## src/rtl/axi_crossbar_pkg.sv

```systemverilog
// ============================================================================
// Module      : axi_crossbar_pkg
// Description : Shared types for the axi_crossbar register-slice family.
// Revision    : 1.0 - initial release
// ============================================================================
`default_nettype none

package axi_crossbar_pkg;

  typedef enum logic [1:0] {
    EMPTY = 2'd0,
    BUSY  = 2'd1,
    FULL  = 2'd2
  } skid_state_e;

endpackage

`default_nettype wire

```

## src/rtl/axi_crossbar_skid.sv

```systemverilog
// ============================================================================
// Module      : axi_crossbar_skid
// Description : Valid/ready skid buffer that registers the ready path.
//               AXI_CROSSBAR_SKID_FWD_REG_EN selects the fully registered slice.
// Revision    : 1.0 - initial release
// ============================================================================
`default_nettype none

module axi_crossbar_skid
  import axi_crossbar_pkg::*;
#(
  parameter int DATA_BUS_W = 16
) (
  input  logic                  aclk,
  input  logic                  aresetn,
  input  logic                  srst,
  input  logic                  i_valid,
  input  logic [DATA_BUS_W-1:0] i_data,
  output logic                  i_ready,
  output logic                  o_valid,
  output logic [DATA_BUS_W-1:0] o_data,
  input  logic                  o_ready
);

`ifdef AXI_CROSSBAR_SKID_FWD_REG_EN

  skid_state_e           r_state;
  skid_state_e           w_state_nxt;
  logic                  r_ready;
  logic                  r_out_valid;
  logic [DATA_BUS_W-1:0] r_out_data;
  logic [DATA_BUS_W-1:0] r_skid_data;

  logic                  w_in;
  logic                  w_out;
  logic                  w_load_out;
  logic                  w_load_skid;
  logic                  w_out_from_skid;
  logic                  w_ready_nxt;
  logic                  w_valid_nxt;
  logic [DATA_BUS_W-1:0] w_out_data_nxt;

  assign w_in  = i_valid && r_ready;
  assign w_out = r_out_valid && o_ready;

  // State and every output are registered so neither path is combinational.
  always_ff @(posedge aclk or negedge aresetn) begin
    if (!aresetn) begin
      r_state     <= EMPTY;
      r_ready     <= 1'b1;
      r_out_valid <= 1'b0;
      r_out_data  <= '0;
      r_skid_data <= '0;
    end else if (srst) begin
      r_state     <= EMPTY;
      r_ready     <= 1'b1;
      r_out_valid <= 1'b0;
      r_out_data  <= '0;
      r_skid_data <= '0;
    end else begin
      r_state     <= w_state_nxt;
      r_ready     <= w_ready_nxt;
      r_out_valid <= w_valid_nxt;
      if (w_load_out)  r_out_data  <= w_out_data_nxt;
      if (w_load_skid) r_skid_data <= i_data;
    end
  end

  always_comb begin
    w_state_nxt = r_state;
    case (r_state)
      EMPTY:   if (w_in) w_state_nxt = BUSY;
      BUSY: begin
        if (w_in && !w_out)      w_state_nxt = FULL;
        else if (!w_in && w_out) w_state_nxt = EMPTY;
      end
      FULL:    if (w_out) w_state_nxt = BUSY;
      default: w_state_nxt = EMPTY;
    endcase
  end

  always_comb begin
    w_load_out      = 1'b0;
    w_load_skid     = 1'b0;
    w_out_from_skid = 1'b0;
    case (r_state)
      EMPTY: w_load_out = w_in;
      BUSY: begin
        w_load_skid = w_in && !w_out;
        w_load_out  = w_in && w_out;
      end
      FULL: begin
        w_load_out      = w_out;
        w_out_from_skid = w_out;
      end
      default: ;
    endcase
    w_out_data_nxt = w_out_from_skid ? r_skid_data : i_data;
    w_ready_nxt    = (w_state_nxt != FULL);
    w_valid_nxt    = (w_state_nxt != EMPTY);
  end

  assign i_ready = r_ready;
  assign o_valid = r_out_valid;
  assign o_data  = r_out_data;

`else

  logic                  r_skid_valid;
  logic [DATA_BUS_W-1:0] r_skid_data;
  logic                  r_ready;
  logic                  w_load;
  logic                  w_drain;

  // r_ready set means the skid is empty, so load and drain never coincide.
  assign w_load  = i_valid && r_ready && !o_ready;
  assign w_drain = r_skid_valid && o_ready;

  always_ff @(posedge aclk or negedge aresetn) begin
    if (!aresetn) begin
      r_skid_valid <= 1'b0;
      r_skid_data  <= '0;
      r_ready      <= 1'b1;
    end else if (srst) begin
      r_skid_valid <= 1'b0;
      r_skid_data  <= '0;
      r_ready      <= 1'b1;
    end else if (w_load) begin
      r_skid_valid <= 1'b1;
      r_skid_data  <= i_data;
      r_ready      <= 1'b0;
    end else if (w_drain) begin
      r_skid_valid <= 1'b0;
      r_ready      <= 1'b1;
    end
  end

  assign i_ready = r_ready;
  assign o_valid = i_valid | r_skid_valid;
  assign o_data  = r_skid_valid ? r_skid_data : i_data;

`endif

endmodule

`default_nettype wire

```

## config.mk

```make
export PLATFORM = sky130hd
export DESIGN_NAME = axi_crossbar_skid
export DESIGN_NICKNAME = d
export VERILOG_FILES = /design/src/rtl/axi_crossbar_pkg.sv /design/src/rtl/axi_crossbar_skid.sv
export SDC_FILE = /design/constraint.sdc
export NUM_CORES = 1
export LEC_CHECK = 0
export BUFFER_PORTS_ARGS = -buffer_cell sky130_fd_sc_hd__buf_4
export CAP_MARGIN = 10
export CORE_MARGIN = 5
export CORE_UTILIZATION = 50
export CTS_CLUSTER_SIZE = 8
export DETAILED_ROUTE_END_ITERATION = 16
export PLACE_DENSITY = 0.92
export SLEW_MARGIN = 20
export SYNTH_ARGS = -nofsm -noshare
export SYNTH_HDL_FRONTEND = slang
export SYNTH_SLANG_ARGS = --single-unit
```

## constraint.sdc

```tcl
create_clock -name aclk -period 3.9 [get_ports aclk]
set_clock_uncertainty 0.1 [all_clocks]
set_input_delay 0.195 -clock aclk [delete_from_list [all_inputs] [get_ports aclk]]
set_output_delay 0.195 -clock aclk [all_outputs]
set_load 0.03 [all_outputs]
```

==> results.toml, run 1 <==
[die]
die_w_um = 54.32
rows = 16
io_pins = 39
die_y_um = 54.32
core-area_sq_um = 1922
fp.dieArea_sq_um = 2951
initial_utilization_pct = 51.11

[synthesis]
synth_seq_cells = 18
yosys.area.top_type_share_pct = 43.31
netlist-cell-type-count = 18
yosysSeqAreaShare_pct = 45.99
synth_area_sq_um = 982.2
synth_nets = 118
avgSynthCellArea_sq_um = 10.13
yosys.area.top_type = "dfrtp_1"
ys_warn_count = 0
syn_inst = 97
synth.area.top_cells = "dfrtp_1 (43%), mux2_2 (18%), nand2_1 (12%)"

[route]
viasPerCell = 5.093
firstDrtPassIters = 4
drc = 0
post_drt_wl_per_cell_um = 13.25
ant_nets = 0
vias = 820
drt-total-wl_um = 2133
drt_iter0_markers = 10

[outcome]
status = "finished, final reports clean"

[clock_network]
path_clk_slew_ns = 0.10
numCtsBuffers = 3
cts_tree = "done"
max-clock-path-buffers = 2
cts_root_buf = "clkbuf_4"
htree_levels = 1
cts.sinks = 18
insertion_delay_ns = 0.28
ctsResizeCount = 0

[job]
drv_cap = 0

[timing]
fin_ws_ns = 1.919
slew_viol_final = 0
fin_crit_ns = 1.981
tightest_slew_ns = 0.7212
fmax_mhz = 504.7
slew_headroom_pct = 51.92
hold_viol = 0
tns_ns = 0
rsz0062_at_grt = "no"
setup_violations = 0
period_share_pct = 50.80

[global_routing]
first_global_vias = 800
grt_pass1_wl_um = 3325
antenna_found_initial = 0
grt_overflow = 0
grt_max_degree = 20
track_usage_pct = 15.34

[layout]
final_core_util_pct = 67.12
multi_input_area_sq_um = 473.0
areaGrowthSynthToFinish_pct = 31.34
fillCellCount = 158
regArea_sq_um = 451.7
antenna-diode-count = 0
finalInstanceArea_sq_um = 1290
final_cell_mix = "buf_4 (38), nand2_1 (32), dfrtp_1 (17)"
drive_above_1_share_pct = 52.24
nNetsFinal = 156
final_common_cell = "buf_4"

[critical_path]
cp-start-kind = "flip-flop"
worstRegToRegCells = 3
r2r_end = "r_skid_data[5]"
r2r-start = "i_ready"
path_class = "reg2out"
cp_data_required_time_ns = 3.61
reg2reg_slack_ns = 2.28
critPathMaxFanout = 19
endpoint_kind = "primary output"
arrival_ns = 1.69

[pwr]
power_density_nw_per_um2 = 318.4
peakVddDrop_mv = 0.2499
p_leak_nw = 0.5851
total_power_mw = 0.4108

[placed_design]
io_buffer_count = 38
placed_area_sq_um = 1244
gp_congestion = 0.6674
dp_hpwl_um = 1528
dp_slack_ns = 2.237

[worst_hold_path]
hp-start = "i_data[2]"
holdPathEnd = "r_skid_data[2]"
holdPathStages = 3
hold_class = "in2reg"
[critical path, cell delays in order (launching register included)]
cell and delay (ns):
dfrtp_1 0.81, mux2_2 0.42, buf_4 0.17
[where the power goes]
| group | internal (mW) | leakage, nW | switching, mW |
|---|---|---|---|
| Clock | 0.0396 | 0.0150 | 0.0526 |
| Combinational | 0.0517 | 0.327 | 0.0632 |
| Sequential | 0.196 | 0.243 | 0.00805 |
| Total | 0.287 | 0.585 | 0.124 |
[worst max-delay path by stage]
stage	start	end	slack [ns]	cells after the start
3_3_place_gp	r_skid_valid	o_data[5]	2.25	2
2_1_floorplan	r_skid_valid	o_data[10]	2.51	3
5_1_grt	r_skid_valid	o_data[10]	1.84	2
3_5_place_dp	r_skid_valid	o_data[10]	2.24	2
4_1_cts	r_skid_valid	o_data[10]	1.91	2
6_report	r_skid_valid	o_data[10]	1.92	2
[sequential cells by signal, summed over array words and instances, names as in the netlist]
signal / count
i_ready: 1
r_skid_data: 16
r_skid_valid: 1
[synth_stat cells (all sizes together)]
library cell,number
dfrtp,17
mux2,16
nor3,1
buf,7
o22ai,1
nor2b,1
or2,1
nand2b,1
dfstp,1
nand3b,1
a21oi,17
nand2,32
and3b,1
[cells by family (layout without fill, tap and decap cells)]
group                  Yosys count  in the layout  synth area share, %
DFF                             18             18                45.99
and+or+nand+nor                 38             38                16.69
buffers and inverters            7             44                5.859
AOI/OAI and AO/OA               18             18                13.12
muxes                           16             16                18.34
[area by class of cell]
cell class / count / share of cell area (%)
clock buffer: 4 / 2.037
multi-input combinational: 72 / 36.66
sequential: 18 / 35.01
tap: 27 / 2.619
timing repair buffer: 40 / 23.67
[timing repair]
item	CTS	global route
setup buffers	0	0
hold buffers	2	0
endpoints found under the hold margin	19	0
[metrics by stage]
step           std cells  hold slack [ns]
2_1_floorplan         97          -0.2006
3_3_place_gp         155         -0.02864
3_5_place_dp         155         -0.02400
4_1_cts              161          0.04377
5_1_grt              161          0.03736
6_report             161          0.04911
[routing by layer]
layer  up-vias  GRT usage [%]  routed length (um)
met4         0          3.734                  19
met2        24          30.28                1190
met1       391          16.49                 837
li1        403              -                   -
met5         -              0                   0
met3         2          2.725                  86
Note: power is estimated with default switching activity, not from simulation.
==> run 2: changes to the inputs <==
- CORE_UTILIZATION: 50 -> 42
- PLACE_DENSITY: 0.92 -> 0.83
- clock period: 3.9 -> 1.79 ns (I/O delays scaled with it)
==> run 2 against run 1 <==
Compared with the run above: first-iteration DRC count is 10% lower; worst hold slack worse by 0.031 ns; cell count is 11% higher; non-clock buffer count is 17 higher; combinational power is 150% higher; global-route usage is 0.29 points higher; largest cell class unchanged.
==> results.toml, run 2 (synthesis results as in run 1) <==
[timing]
setup_violations = 0
slew_headroom_pct = 71.68
timing.hold.ws_ns = 0.01822
hold_viol = 0
fin_ws_ns = 0.08815
tightest_slew_ns = 0.4248
tns_ns = 0
fin_crit_ns = 1.702
slew_viol_final = 0
period_share_pct = 95.08
rsz0062_at_grt = "no"
fmax_mhz = 587.6

[critical_path]
r2r_end = "r_skid_data[11]"
cp-start-kind = "flip-flop"
arrival_ns = 1.51
slowest_delay_ns = 0.65
critPathMaxFanout = 19
cp_data_required_time_ns = 1.60
reg2reg_slack_ns = 0.30
endpoint_kind = "primary output"
worstRegToRegCells = 4
r2r-start = "i_ready"
cp_cell_sequence = "mux2_2 -> buf_4"
path_class = "reg2out"
slowest_stage = "dfrtp_2"

[layout]
nNetsFinal = 173
final_cell_mix = "buf_4 (39), nand2_1 (32), dlygate4sd3_1 (18)"
final_common_cell = "buf_4"
largest_reg_flops = 16
drive_above_1_share_pct = 48.34
max_flop_register = "r_skid_data"
areaGrowthSynthToFinish_pct = 49.68
antenna-diode-count = 0

[clock_network]
cts_root_buf = "clkbuf_4"
insertion_delay_ns = 0.29
htree_levels = 1
path_clk_slew_ns = 0.10
cts.sinks = 18
max-clock-path-buffers = 2
cts_setup_buffers = 0
numCtsBuffers = 3
cts_tree = "done"

[die]
rows = 17
die_w_um = 58.36
core-area_sq_um = 2233
fp.dieArea_sq_um = 3406
initial_utilization_pct = 43.98
die_y_um = 58.36
io_pins = 39

[pwr]
p_leak_nw = 0.6616
power_density_nw_per_um2 = 665.1
peakVddDrop_mv = 0.4200

[route]
drt-total-wl_um = 2469
firstDrtPassIters = 4
post_drt_wl_per_cell_um = 13.79
drt_iter0_markers = 9
drc = 0
viasPerCell = 5.000
ant_nets = 0
vias = 895

[placed_design]
dp_hpwl_um = 1615
gp_congestion = 0.7540
dp_slack_ns = 0.1884
io_buffer_count = 38

[worst_hold_path]
holdPathStages = 2
hold_class = "in2reg"
holdPathEnd = "r_skid_data[12]"
hp-start = "srst"

[global_routing]
grt_max_degree = 20
antenna_found_initial = 0
track_usage_pct = 15.64
first_global_vias = 958
grt_pass1_wl_um = 4133
grt_overflow = 0

[outcome]
status = "finished, final reports clean"

[job]
drv_cap = 0
run 2: per-stage QoR:
step | power (mW) | utilization (%) | instances | instance area [sq um]
after floorplan | 0.6062 | - | 97 | 982.2
after global placement | 0.6981 | 56.08 | 157 | 1252
after detailed placement | 0.7054 | 56.08 | 157 | 1252
after CTS | 0.9873 | 65.83 | 179 | 1470
after global routing | 1.032 | 65.83 | 179 | 1470
final | 0.9779 | 65.83 | 179 | 1470
run 2: timing repair:
item                       CTS  global route
resized for setup            1             0
hold endpoints to repair    36             0
hold buffers                18             0
setup endpoints to repair   16             0
run 2: critical path: cells and delay by family (launching register included):
family / cells / cell delay (ns)
mux: 1 / 0.40
flops: 1 / 0.65
buf+inv: 1 / 0.17
run 2: final cells by class:
cell class	instances	area, sq um
fill	172	763.2
sequential	18	452.9
clock buffer	4	36.28
timing repair buffer	57	473.0
multi-input combinational	72	473.0
tap	28	35.03
run 2: worst max path at each step:
stage                 startpoint  slack, ns  cells past startpoint              to
floorplan                i_ready       0.41                      5  r_skid_data[0]
global placement    r_skid_valid       0.25                      2      o_data[10]
detailed placement  r_skid_valid       0.19                      2      o_data[11]
CTS                 r_skid_valid       0.08                      2      o_data[11]
global route        r_skid_valid       0.02                      2       o_data[7]
finish              r_skid_valid       0.09                      2       o_data[7]
run 2: power breakdown:
part | leakage, nW | switching [mW] | internal, mW | total [mW]
clock | 0.0210 | 0.126 | 0.124 | 0.250
combinational | 0.399 | 0.146 | 0.137 | 0.283
sequential | 0.241 | 0.0185 | 0.427 | 0.445
run 2: routing by layer:
metal | track usage, % | vias to the layer above | share of wire [%]
met5 | 0 | - | 0
met4 | 8.278 | 0 | 2.3
met3 | 2.412 | 6 | 6.4
met2 | 27.27 | 30 | 50
met1 | 18.32 | 423 | 41
li1 | - | 436 | -
